[config.mk]
export PLATFORM = sky130hd
export DESIGN_NAME = bcd_to_binary
export DESIGN_NICKNAME = d
export VERILOG_FILES = /design/src/rtl/bcd_to_binary.sv
export SDC_FILE = /design/constraint.sdc
export NUM_CORES = 1
export LEC_CHECK = 0
export CAP_MARGIN = 20
export CELL_PAD_IN_SITES_DETAIL_PLACEMENT = 2
export CELL_PAD_IN_SITES_GLOBAL_PLACEMENT = 2
export CORE_UTILIZATION = 30
export DETAILED_ROUTE_END_ITERATION = 7
export PLACE_DENSITY = 0.77
export SLEW_MARGIN = 20
export SYNTH_ARGS = -nofsm -noshare
export SYNTH_HDL_FRONTEND = slang
export SYNTH_SLANG_ARGS = --single-unit
[constraint.sdc]
create_clock -name clk_i -period 2.3 [get_ports clk_i]
set_input_delay 0.345 -clock clk_i [delete_from_list [all_inputs] [get_ports clk_i]]
set_output_delay 0.345 -clock clk_i [all_outputs]
set_load 0.05 [all_outputs]
[src/rtl/bcd_to_binary.sv]
// Packed BCD (seconds.thousandths) to binary millisecond converter, one digit per clock.
// Optional invalid-digit detection is enabled by defining BCD_DIGIT_CHECK_EN.
module bcd_to_binary #(
    parameter int unsigned NUM_DIGITS = 4,
    parameter int unsigned BIN_W      = 14
) (
    input  logic                    clk_i,
    input  logic                    rst_ni,
    input  logic                    in_valid_i,
    output logic                    in_ready_o,
    input  logic [4*NUM_DIGITS-1:0] bcd_in_i,
    output logic                    out_valid_o,
    input  logic                    out_ready_i,
    output logic [BIN_W-1:0]        bin_out_o,
    output logic                    err_o
);

    localparam int unsigned DW    = 4 * NUM_DIGITS;
    localparam int unsigned CNT_W = (NUM_DIGITS > 1) ? $clog2(NUM_DIGITS) : 1;

    typedef enum logic [1:0] {StIdle, StConv, StDone} state_e;

    state_e             state_q, state_d;
    logic [DW-1:0]      shift_q, shift_d;
    logic [BIN_W-1:0]   acc_q, acc_d;
    logic [BIN_W-1:0]   bin_q, bin_d;
    logic [CNT_W-1:0]   cnt_q, cnt_d;
    logic               in_ready_q, in_ready_d;
    logic               out_valid_q, out_valid_d;

    logic [3:0]         nibble;
    logic [BIN_W-1:0]   acc_mac;
    logic               last_digit;

    assign nibble     = shift_q[DW-1 -: 4];
    // acc*10 as two shifts and an add; wraps at BIN_W bits
    assign acc_mac    = (acc_q << 3) + (acc_q << 1) + BIN_W'(nibble);
    assign last_digit = (cnt_q == CNT_W'(NUM_DIGITS - 1));

`ifdef BCD_DIGIT_CHECK_EN
    logic err_q, err_d;
    logic err_acc_q, err_acc_d;
    logic bad_digit;

    assign bad_digit = (nibble > 4'd9);
`endif

    always_comb begin
        state_d = state_q;
        shift_d = shift_q;
        acc_d   = acc_q;
        bin_d   = bin_q;
        cnt_d   = cnt_q;
`ifdef BCD_DIGIT_CHECK_EN
        err_d     = err_q;
        err_acc_d = err_acc_q;
`endif
        unique case (state_q)
            StIdle: begin
                // in_ready_q gates acceptance so the first cycle after reset is idle
                if (in_valid_i && in_ready_q) begin
                    shift_d = bcd_in_i;
                    acc_d   = '0;
                    cnt_d   = '0;
                    state_d = StConv;
`ifdef BCD_DIGIT_CHECK_EN
                    err_d     = 1'b0;
                    err_acc_d = 1'b0;
`endif
                end
            end
            StConv: begin
                acc_d   = acc_mac;
                shift_d = shift_q << 4;
                cnt_d   = cnt_q + CNT_W'(1);
`ifdef BCD_DIGIT_CHECK_EN
                if (bad_digit) begin
                    err_acc_d = 1'b1;
                end
`endif
                if (last_digit) begin
                    bin_d   = acc_mac;
                    state_d = StDone;
`ifdef BCD_DIGIT_CHECK_EN
                    err_d = err_acc_q | bad_digit;
                    if (err_acc_q || bad_digit) begin
                        bin_d = '0;
                    end
`endif
                end
            end
            StDone: begin
                if (out_ready_i) begin
                    state_d = StIdle;
                end
            end
            default: state_d = StIdle;
        endcase
        in_ready_d  = (state_d == StIdle);
        out_valid_d = (state_d == StDone);
    end

    always_ff @(posedge clk_i or negedge rst_ni) begin
        if (!rst_ni) begin
            state_q     <= StIdle;
            shift_q     <= '0;
            acc_q       <= '0;
            bin_q       <= '0;
            cnt_q       <= '0;
            in_ready_q  <= 1'b0;
            out_valid_q <= 1'b0;
        end else begin
            state_q     <= state_d;
            shift_q     <= shift_d;
            acc_q       <= acc_d;
            bin_q       <= bin_d;
            cnt_q       <= cnt_d;
            in_ready_q  <= in_ready_d;
            out_valid_q <= out_valid_d;
        end
    end

`ifdef BCD_DIGIT_CHECK_EN
    always_ff @(posedge clk_i or negedge rst_ni) begin
        if (!rst_ni) begin
            err_q     <= 1'b0;
            err_acc_q <= 1'b0;
        end else begin
            err_q     <= err_d;
            err_acc_q <= err_acc_d;
        end
    end

    assign err_o = err_q;
`else
    assign err_o = 1'b0;
`endif

    assign in_ready_o  = in_ready_q;
    assign out_valid_o = out_valid_q;
    assign bin_out_o   = bin_q;

endmodule

# Word-level counts from Yosys, hierarchy flattened
# Cells that the tools add are included.
# Widths: inputs -> output; s select.
dict set report classes {
  n_eq_ne 5
  reduce_logical 6
  add_sub_neg 3
  n_mux 10
}
# operator n
set ops {}
lappend ops {{$pmux 16 s2} 1}
lappend ops {{$pmux 13 s2} 1}
lappend ops {{$mux 16} 1}
lappend ops {{$add 14x14->14} 1}
lappend ops {{$add 14x4->14} 1}
lappend ops {{$mux 13} 1}
lappend ops {{$mux 2} 4}
lappend ops {{$eq 2x2->1 const B} 3}
lappend ops {{$pmux 2 s3} 1}
lappend ops {{$logic_not 2->1} 2}
lappend ops {{$pmux 2 s2} 1}
lappend ops {{$reduce_and 2->1} 2}
lappend ops {{$add 2x1->2 const B} 1}
lappend ops {{$eq 2x1->1 const B} 1}
lappend ops {{$ne 2x2->1 const B} 1}
lappend ops {{$reduce_bool 2->1} 1}
lappend ops {{$logic_and 1x1->1} 1}
dict set report totals {
  reg_bits 49
  wordCells 31
  in_bits 20
  out_inout_bits 17
}

# Depth between registers and ports, before layout
dict set report depth {
  word_depth 4
  ltp_mapped 9
  ltp_nobuf 9
}

# Least setup slack after synthesis
# No wires, ideal clock.
dict set report synth_timing {
  path_kind {reg-to-reg}
  startpoint {register shift_q[15]}
  endpoint {register bin_q[10] (netlist: bin_out_o[10])}
  t_arrival_ns 2.391
  period_less_slack_ns 2.515
  path_slack_ns -0.215
  stages_incl_launch_ff 10
  setup_time_ns 0.124
  required_ns 2.176
  cell_sequence {dfrtp_1 > inv_1 > fa_1 > inv_1 > fa_1 > a21o_1 > a221o_1 > a21oi_2 > nor3_1 > a211o_1}
}
dict set report synth_via {
  elab_chain_cells 1
}
# element line
set synth_lines {}
lappend synth_lines {{start, declared} 24} ;# logic [DW-1:0] shift_q, shift_d;
lappend synth_lines {{start signal, assigned} 114} ;# shift_q <= shift_d;
lappend synth_lines {{$add 14x4->14} 37} ;# assign acc_mac = (acc_q << 3) + (acc_q << 1) + BIN_W'(nibble);
lappend synth_lines {{end signal, assigned} 116} ;# bin_q <= bin_d;
lappend synth_lines {{end, declared} 26} ;# logic [BIN_W-1:0] bin_q, bin_d;
# No other way between the ends.
# A chain may end at the register's enable or synchronous reset.

# Final worst setup path
dict set report layout_timing {
  startpoint {register shift_q[15]}
  endpoint {register acc_q[10]}
}
dict set report layout_via {
  elab_chain_cells 2
}
# element line
set layout_lines {}
lappend layout_lines {{$add 14x4->14} 37}
lappend layout_lines {{$pmux 13 s2} 58} ;# unique case (state_q)
lappend layout_lines {{end signal, assigned} 107} ;# acc_q <= '0;
lappend layout_lines {{end signal, assigned} 115} ;# acc_q <= acc_d;
lappend layout_lines {{end, declared} 25} ;# logic [BIN_W-1:0] acc_q, acc_d;
# No other way between the ends.

==> summary.md <==
| Metric | Value |
|---|---|
| Outcome | `finished, violations left` |
| Failing checks | `setup timing` |
| Fin worst setup slack | `-0.2254 ns` |
| Largest family of logic cells by synthesized area | `simple AND/OR/NAND/NOR gates` |
| PortBufs | `35` |
| Register bit count reported by yosys | `49` |
| Area of the multi-input gates | `0.001519 mm^2` |
| Cell variety after synth | `43` |
| DR vias/cell | `5.298` |
| Critical path launch point type | `register` |
| Multiplexer area fraction after synthesis | `1.645%` |
| Core area | `0.008763 mm^2` |
| # fillers | `960` |
| Critical path's most frequent cell | `inv_2` |
| Max Cap Viol | `0` |
| Synth Warn # | `0` |
| Num ports | `37` |
| First-pass GRT wire length | `14.22 mm` |
| Post-synth ARST share | `100.0%` |
| Maximum clock rate | `396.0 MHz` |
| CTS sink cnt | `roughly 50` |
| Top delay family on crit path | `adder cells` |
| GRT overflow | `0` |
| DRC | `0` |
| Buffers plus inverters on the worst setup path | `3` |
| TritonRoute pass-1 iters | `4` |
| Register area | `0.001226 mm^2` |
| Final hold viol count | `0` |
| GRT Total Usage | `18.74%` |
| Area contributors post-synth | `dfrtp_1, ha_1, nand2_1, nor2_1, o21ai_0` |
| Hold slack | `approximately 0.030 ns` |
| Post-Synth Adder-Cell Area | `a little under an eighth` |
| Final worst path period need | `2.525 ns` |
| Critical path class | `register to register` |
| Clock Tree Buf Depth | `2` |
| RSZ-0062 raised after global routing | `yes` |
| Post-DP HPWL | `6.102 mm` |
| Clk slew on worst S/H paths | `0.10 ns` |
| H-tree levels | `2` |
| Root buffer cell | `clkbuf_8` |
| Hold crit path type | `primary input to asynchronous set/reset pin` |
| Worst Reg-to-Reg Cells | `10` |
| Wire per inst | `between 15 and 20 um` |
| Worst path cell trace | `inv_2, fa_1, inv_2, fa_2, a21o_1, a221o_1, a21oi_2, buf_4, or3_1, nand3_2` |
| Via count | `around 2500` |
| Final Cycle Share | `109.8%` |
| Max Clock Skew | `about 0.0088 ns` |
| Largest net degree at the start of global routing | `40` |
| Ys flop type | `dfrtp_1` |
| Iteration-0 DRC count of the detailed router | `87` |
| Hold_buf cts | `0` |
| Clock buffer count from CTS | `5` |
| Critical Path RT | `2.49 ns` |
| Final net count | `399` |
| Post-Syn Instances | `302` |
| Post-Synth Simple-Gate Area | `between 20 and 25%` |
| Placer congestion estimate | `0.7232` |
| R2R Setup Slk | `-0.23 ns` |
| Die X | `97.53 um` |
| Antenna viol nets, final | `0` |
| Synthesized-area fraction occupied by xor and xnor cells | `2.239%` |
| Max stage delay on crit path | `0.54 ns` |
| CP Capture Type | `register` |
| Vias in the first global route | `2798` |
| DIE AREA | `about 0.0095 mm^2` |
| Die Height | `97.53 um` |
| CP max FO | `4` |
| Sequential area share after synthesis | `44.79%` |
| Syn avg cell area | `9.065 um^2` |
| Max-Slew Margin vs Limit | `roughly 60%` |
| Skew-Pair Late Insertion Delay | `0.31 ns` |
| FP Rows | `34` |
| Worst slew pin tran | `0.6031 ns` |
| # diodes | `0` |
| CP max stage cell | `fa_1` |
| Largest area contributor in the netlist | `dfrtp_1` |
| Max Slew Vio Count | `0` |
| Post-synthesis compound-gate area fraction | `15.31%` |
| Reg2reg start | `shift_q[15]` |
| Initial core utilization | `between 30% and 40%` |
| Final WL | `approximately 8.5 mm` |
| Most frequent cell after synthesis | `nand2_1` |
| Number of synthesized flops with an enable pin | `0` |
| Share of cells above drive strength 1 | `15.49%` |
| Net Count, Synth | `347` |
| Area Growth Syn to Fin | `31.49%` |
| Synth top area share | `between 40% and 50%` |
| Initial antenna violation count | `0` |
| Reg-to-Reg End | `acc_q[10]` |
| Worst EP arrival | `approximately 2.7 ns` |
| Final setup fails | `12` |
| Top post-synthesis cells by count | `nand2_1, dfrtp_1, nor2_1` |
| Mapped Area | `0.002738 mm^2` |
| CTS tree | `yes` |
## layout by cell type (no fill, tap or decap), drive strengths merged, types with 2 or more instances in the layout
cell type,n
inv,5
nor2b,2
ha,23
dfrtp,49
a21oi,10
o21ai,20
clkbuf,6
a31oi,14
xnor2,5
nand2,61
buf,29
fa,2
mux2,4
or3,2
nand2b,4
a21o,4
xor2,2
nor3,2
a211o,5
nor2,26
and2,2
nand3,15
and3,4
clkdlybuf4s50,34
o21a,2
o31ai,2
a211oi,3
nand4,7
## kinds of logic (layout without fill, tap and decap cells)
kind of cell,count (synthesis),in the layout
buffers and inverters,23,76
XOR/XNOR,7,7
adder cells (fa/ha/maj),25,25
flip-flops,49,49
other,1,1
AND/OR/NAND/NOR,127,127
AO/OA/AOI/OAI,66,66
multiplexers,4,4
## what timing repair did
item,4_1_cts,5_1_grt
setup endpoints to repair,13,17
gates resized for setup,12,12
buffers inserted,3,3
pin swaps,12,8
endpoints found under the hold margin,0,0
## stage by stage
| step | setup TNS (ns) | worst slack [ns] | area (um^2) | instances | util, % |
|---|---|---|---|---|---|
| global route | -2.851 | -0.3070 | 3600 | 463 | 41.08 |
| detailed placement | -1.849 | -0.2516 | 3334 | 449 | 38.05 |
| CTS | -1.674 | -0.2474 | 3545 | 460 | 40.45 |
| global placement | -0.8393 | -0.1504 | 3334 | 449 | 38.05 |
| floorplan | -0.1109 | -0.1069 | 2740 | 302 | - |
| finish | -1.690 | -0.2254 | 3600 | 463 | 41.08 |
## layer usage
layer,track usage [%],routed length (um)
met3,2.734,130
met4,4.525,113
met2,35.07,4641
met5,0,0
met1,22.33,3633
## worst max-delay path by stage
| stage | start | to | slack, ns | depth (start not counted) |
|---|---|---|---|---|
| 3_3_place_gp | shift_q[15] | bin_out_o[12] | -0.15 | 9 |
| 6_report | shift_q[15] | acc_q[10] | -0.23 | 10 |
| 3_5_place_dp | shift_q[15] | acc_q[10] | -0.25 | 10 |
| 2_1_floorplan | shift_q[15] | bin_out_o[10] | -0.11 | 9 |
| 4_1_cts | shift_q[15] | acc_q[10] | -0.25 | 10 |
| 5_1_grt | shift_q[14] | acc_q[10] | -0.31 | 9 |
## state kept, by name (all words and copies together) (netlist names)
name / cells
in_ready_o: 1
out_valid_o: 1
cnt_q: 2
state_q: 2
acc_q: 13
shift_q: 16
bin_out_o: 14
## final cells by class
type	instances	area share (%)
Multi-Input combinational cell	230	42.20
Sequential cell	49	34.06
Timing Repair Buffer	63	16.13
Tap cell	108	3.754
Clock buffer	6	2.294
Clock inverter	2	1.043
Inverter	5	0.5214
Power is not shown: default switching activity piles up to over one toggle a cycle in this logic, so the estimate is an artifact.
